<file path="src/rtl/iq_pkg.sv">
// Shared types and constants for the two-wide instruction queue.
// The optional same-cycle bypass is enabled by defining INST_QUEUE_BYPASS_EN.
package iq_pkg;

  localparam int IQ_DEPTH_DEFAULT = 8;
  localparam int IQ_INST_W        = 96;
  localparam int IQ_PTR_W         = $clog2(IQ_DEPTH_DEFAULT);
  localparam int IQ_CNT_W         = IQ_PTR_W + 1;

  typedef logic [IQ_PTR_W-1:0] iq_ptr_t;
  typedef logic [IQ_CNT_W-1:0] iq_cnt_t;

  typedef struct packed {
    logic [31:0] pc;
    logic [31:0] inst;
    logic [15:0] predecode;
    logic [15:0] bpu_pred;
  } iq_entry_t;

  function automatic logic [1:0] popcount2(input logic [1:0] v);
    return {1'b0, v[0]} + {1'b0, v[1]};
  endfunction

endpackage

</file>
<file path="src/rtl/inst_queue_ram.sv">
// DEPTH x INST_W register file: two write ports, two asynchronous read ports.
// Contents are intentionally not reset; validity is tracked by the queue control.
module inst_queue_ram #(
  parameter int DEPTH  = 8,
  parameter int INST_W = 96
) (
  input  logic                     clk,
  input  logic                     we0_i,
  input  logic [$clog2(DEPTH)-1:0] waddr0_i,
  input  logic [INST_W-1:0]        wdata0_i,
  input  logic                     we1_i,
  input  logic [$clog2(DEPTH)-1:0] waddr1_i,
  input  logic [INST_W-1:0]        wdata1_i,
  input  logic [$clog2(DEPTH)-1:0] raddr0_i,
  input  logic [$clog2(DEPTH)-1:0] raddr1_i,
  output logic [INST_W-1:0]        rdata0_o,
  output logic [INST_W-1:0]        rdata1_o
);

  logic [INST_W-1:0] mem_q [DEPTH];

  // The two write addresses are always consecutive, so they never collide.
  always_ff @(posedge clk) begin
    if (we0_i) mem_q[waddr0_i] <= wdata0_i;
    if (we1_i) mem_q[waddr1_i] <= wdata1_i;
  end

  assign rdata0_o = mem_q[raddr0_i];
  assign rdata1_o = mem_q[raddr1_i];

endmodule

</file>
<file path="src/rtl/inst_queue.sv">
// Two-wide fetch-to-decode decoupling queue with pointer/count control.
// Define INST_QUEUE_BYPASS_EN for zero-latency forwarding into an empty queue.
module inst_queue
  import iq_pkg::*;
#(
  parameter int DEPTH  = IQ_DEPTH_DEFAULT,
  parameter int INST_W = IQ_INST_W
) (
  input  logic                       clk,
  input  logic                       rst_n,
  input  logic                       flush_i,
  input  logic [2*INST_W-1:0]        enq_inst_i,
  input  logic [1:0]                 enq_valid_i,
  output logic                       enq_ready_o,
  output logic [2*INST_W-1:0]        deq_inst_o,
  output logic [1:0]                 deq_valid_o,
  input  logic [1:0]                 issue_num_i,
  input  logic                       backend_stall_i,
  output logic [$clog2(DEPTH):0]     count_o
);

  localparam int PTR_W = $clog2(DEPTH);
  localparam int CNT_W = PTR_W + 1;

  logic [PTR_W-1:0]  head_q, head_d, tail_q, tail_d;
  logic [CNT_W-1:0]  count_q, count_d;
  logic [1:0]        issue_eff, n_push, n_pop, n_byp, n_wr;
  logic [INST_W-1:0] slot0, slot1, cmp0, cmp1, wdata0;
  logic [INST_W-1:0] rdata0, rdata1;
  logic              we0, we1, byp_act;

  assign slot0 = enq_inst_i[INST_W-1:0];
  assign slot1 = enq_inst_i[2*INST_W-1:INST_W];
  // Compact valid slots so the oldest valid instruction is always first.
  assign cmp0  = enq_valid_i[0] ? slot0 : slot1;
  assign cmp1  = slot1;

  assign enq_ready_o = (count_q <= CNT_W'(DEPTH - 2));
  assign issue_eff   = (issue_num_i == 2'd3) ? 2'd2 : issue_num_i;
  assign n_push      = enq_ready_o ? popcount2(enq_valid_i) : 2'd0;

`ifdef INST_QUEUE_BYPASS_EN
  assign byp_act = (count_q == '0) && !flush_i;
`else
  assign byp_act = 1'b0;
`endif

  always_comb begin
    n_pop = 2'd0;
    n_byp = 2'd0;
    if (!backend_stall_i) begin
      if (byp_act)
        n_byp = (issue_eff < n_push) ? issue_eff : n_push;
      else if (count_q < CNT_W'(issue_eff))
        n_pop = count_q[1:0];
      else
        n_pop = issue_eff;
    end
    n_wr   = n_push - n_byp;
    wdata0 = (n_byp != 2'd0) ? cmp1 : cmp0;
    we0    = !flush_i && (n_wr != 2'd0);
    we1    = !flush_i && (n_wr == 2'd2);
  end

  always_comb begin
    head_d  = head_q + PTR_W'(n_pop);
    tail_d  = tail_q + PTR_W'(n_wr);
    count_d = count_q + CNT_W'(n_wr) - CNT_W'(n_pop);
    if (flush_i) begin
      head_d  = '0;
      tail_d  = '0;
      count_d = '0;
    end
  end

  always_ff @(posedge clk or negedge rst_n) begin
    if (!rst_n) begin
      head_q  <= '0;
      tail_q  <= '0;
      count_q <= '0;
    end else begin
      head_q  <= head_d;
      tail_q  <= tail_d;
      count_q <= count_d;
    end
  end

  inst_queue_ram #(.DEPTH(DEPTH), .INST_W(INST_W)) u_ram (
    .clk      (clk),
    .we0_i    (we0),
    .waddr0_i (tail_q),
    .wdata0_i (wdata0),
    .we1_i    (we1),
    .waddr1_i (tail_q + PTR_W'(1)),
    .wdata1_i (cmp1),
    .raddr0_i (head_q),
    .raddr1_i (head_q + PTR_W'(1)),
    .rdata0_o (rdata0),
    .rdata1_o (rdata1)
  );

  always_comb begin
    deq_inst_o  = {rdata1, rdata0};
    deq_valid_o = {count_q >= CNT_W'(2), count_q >= CNT_W'(1)};
    if (byp_act) begin
      deq_inst_o  = {cmp1, cmp0};
      deq_valid_o = {n_push == 2'd2, n_push != 2'd0};
    end
  end

  assign count_o = count_q;

  a_issue_legal: assert property (@(posedge clk) disable iff (!rst_n) issue_num_i != 2'd3);

endmodule

</file>
<file path="config.mk">
export PLATFORM = sky130hd
export DESIGN_NAME = inst_queue
export DESIGN_NICKNAME = d
export VERILOG_FILES = /design/src/rtl/iq_pkg.sv /design/src/rtl/inst_queue_ram.sv /design/src/rtl/inst_queue.sv
export SDC_FILE = /design/constraint.sdc
export NUM_CORES = 2
export LEC_CHECK = 0
export ABC_AREA = 1
export CORE_ASPECT_RATIO = 1.4
export CORE_MARGIN = 1.5
export CORE_UTILIZATION = 50
export DETAILED_ROUTE_END_ITERATION = 8
export PLACE_DENSITY = 0.75
export SYNTH_ARGS = -nofsm -noshare
export SYNTH_HDL_FRONTEND = slang
export SYNTH_HIERARCHICAL = 1
export SYNTH_SLANG_ARGS = --single-unit
</file>
<file path="constraint.sdc">
create_clock -name clk -period 11.61 [get_ports clk]
set_input_delay 2.322 -clock clk [delete_from_list [all_inputs] [get_ports clk]]
set_output_delay 2.322 -clock clk [all_outputs]
set_load 0.02 [all_outputs]
</file>
==> flow_summary.json <==
{
  "status": "complete, but fails checks",
  "failed_checks": "max-slew violations",
  "min_path_type": "register to register",
  "wl_per_cell_um": 20.4,
  "dpl.hpwl_um": 96000,
  "dp.cells": 8453,
  "maxSlewViolCount": 180,
  "cap_violations": 0,
  "reg2regPathDepth": 14,
  "endpoint_kind": "output port",
  "die_area_um2": 104000,
  "fin_crit_ns": 8.01,
  "postCtsSetupBuffers": 0,
  "crit_required_ns": 9.29,
  "drtAntennaViolNets": 0,
  "synth_cell_types": 26,
  "first_iter_violations": 6303,
  "place.gp.congestion": 0.874,
  "ys.flop_type": "edfxtp_1",
  "hold_buffers": 0,
  "cp_max_fo": 68,
  "cts_tree": "yes",
  "cts_htree_levels": 3,
  "io_buffers": 398,
  "yosysTopAreaCell": "edfxtp_1",
  "p_per_area_nw_per_um2": 234,
  "cts_resized": 0,
  "critPathLaunchType": "register",
  "crit-reg2reg-capture": "u_ram/mem_q[2][59]",
  "routed_via_density": 5.71,
  "met1_usage_pct": 40.7,
  "routed_wl_um": 175000,
  "period_share_pct": 69.0,
  "grt_max_degree": 235,
  "num_io_pins": 399,
  "grtUsageTotal_pct": 32.9,
  "vdd_drop_max_mv": 0.240,
  "ys_warn_count": 6,
  "nFillCells": 9136,
  "synth_seq_cells": 778,
  "antenna_found_initial": 1,
  "leakage_nw": 28.0,
  "synth.area.top_cells": "edfxtp_1 45%, nand2_1 24%, nand3_1 7.6%, o21ai_0 7.2%, inv_1 6.6%",
  "rrSetupSlack_ns": 6.78,
  "cts_buffer_depth": 3,
  "synth_area_um2": 51200,
  "grt-ovfl-total": 0,
  "yosysMostFrequentCell": "nand2_1",
  "path_class": "register to output port",
  "hold_viol": 0,
  "cts_made_buffers": 83,
  "clkLatencyLatePin_ns": 0.67,
  "synth_seq_area_share_pct": 45.5,
  "met2_usage_pct": 54.3,
  "dr.pass1.iters": 7,
  "fin_worst_skew_ns": 0.0199,
  "worst_ep_arrival_time_ns": 5.68,
  "startpoint": "head_q[1]",
  "drive_gt1_share_pct": 4.08,
  "synth_top_area_share_pct": 45.0,
  "crit_path_end": "deq_inst_o[172]",
  "die_x_um": 273,
  "met3_usage_pct": 5.97,
  "die_h_um": 382,
  "setup_viol": 0,
  "num_vias": 49140,
  "synth_common_cells": "3,294 x nand2_1, 901 x inv_1, 775 x nand3_1",
  "synth_edf_count": 768,
  "final_cells": 8604,
  "max_freq_mhz": 125,
  "total_power_mw": 13.4,
  "grt_pass1_wl_um": 265000,
  "drcViolationCount": 0,
  "tightest_slew_ns": 2.10,
  "slew-limit-headroom_pct": -40.2,
  "grt_setup_unrepaired": "no",
  "syn_area_per_cell_um2": 7.07,
  "clkSinkCount": 778,
  "initial_core_util_pct": 50.5,
  "clock_tree.root_cell": "clkbuf_16",
  "fin_setup_tns_ns": 0,
  "syn_to_final_growth_pct": 12.0,
  "clkTransAtPathRegs_ns": 0.06,
  "reg2reg_from": "count_o[3]",
  "coreArea_um2": 101000,
  "synth_cells": 7242,
  "nets": 7424,
  "busiest_layer": "met2",
  "grt_pass1_vias": 47521,
  "synth_nets": 7458,
  "synthArstFlopShare_pct": 1.29,
  "rows": 138,
  "diodes": 0
}
[kinds of logic (layout without fill, tap and decap cells)]
group	count (synthesis)	after routing	synth area share [%]
AND/OR/NAND/NOR	4088	4088	31.9
multiplexers	96	96	2.40
flip-flops	778	778	45.5
adder cells (fa/ha/maj)	16	16	0.450
buffers and inverters	1477	1509	12.0
XOR/XNOR	3	3	0.0513
AO/OA/AOI/OAI	784	784	7.66
[flip-flops by register name (all words and copies together) (netlist names)]
name	flops
head_q	3
u_ram/mem_q	768
tail_q	3
count_o	4
[cell type report]
class,count,area [µm²],area share [%]
Inverter,905,3440,6.00
Clock inverter,46,397,0.691
Tap cell,1330,1660,2.90
Multi-Input combinational cell,4987,21900,38.2
Timing Repair Buffer,453,4450,7.75
Sequential cell,778,23300,40.7
Clock buffer,105,2180,3.80
[worst min path at each step]
| stage | from | endpoint | slack [ns] | depth (start not counted) |
|---|---|---|---|---|
| after floorplan | tail_q[2] | tail_q[2] | 0.51 | 1 |
| after global placement | tail_q[2] | tail_q[2] | 0.55 | 1 |
| after detailed placement | tail_q[2] | tail_q[2] | 0.56 | 1 |
| after CTS | tail_q[2] | tail_q[2] | 0.57 | 1 |
| after global routing | tail_q[2] | tail_q[2] | 0.62 | 1 |
| final | tail_q[2] | tail_q[2] | 0.57 | 1 |
[layout by cell type, fill, tap and decap left out, types with 3 or more instances in the layout]
cell type and n:
ha_1 11, clkbuf_16 84, o21ai_1 38, o21ai_4 8, nand3_1 774, clkdlybuf4s50_1 397
edfxtp_1 768, inv_6 8, inv_1 897, o21ai_0 732, nor2_1 16, inv_8 3
dfrtp_1 7, buf_12 4, buf_4 51, bufinv_16 6, clkinv_1 15, mux2_2 56
fa_1 4, a21oi_1 6, dfrtp_4 3, mux2_4 40, nand2_4 6, clkbuf_1 21
clkinv_2 17, nand2_1 3288
[worst max-delay path: stages (launching register included)]
cell and delay [ns]:
dfrtp_4 0.74, ha_4 1.03, buf_4 0.95, buf_4 0.92, nand3_1 0.17, nand2_1 0.12
nand2_1 0.05, nand2_1 0.21, clkdlybuf4s50_1 0.65
[where the power goes]
| group | internal (mW) | switching [mW] | total (mW) | leakage [nW] |
|---|---|---|---|---|
| logic | 2.42 | 4.92 | 7.34 | 19.6 |
| registers | 3.35 | 0.117 | 3.47 | 7.07 |
| clock network | 1.46 | 1.16 | 2.63 | 1.26 |
| total | 7.23 | 6.20 | 13.4 | 28.0 |
[through the flow]
stage                     setup WS (ns)  util, %  hold WS, ns  instance area [µm²]
final                              3.60     56.6        0.574                57400
after global routing               3.59     56.6        0.617                57400
after CTS                          3.72     56.6        0.572                57400
after detailed placement           4.47     54.1        0.562                54800
after global placement             4.46     54.1        0.551                54800
after floorplan                    1.22        -        0.509                51200
[layer usage]
| layer | vias up | wire length [µm] |
|---|---|---|
| li1 | 22759 | - |
| met1 | 22457 | 63800 |
| met2 | 3338 | 82000 |
| met3 | 586 | 20600 |
| met4 | 0 | 8920 |
| met5 | - | 0 |
Note: power is estimated with default switching activity, not from simulation.
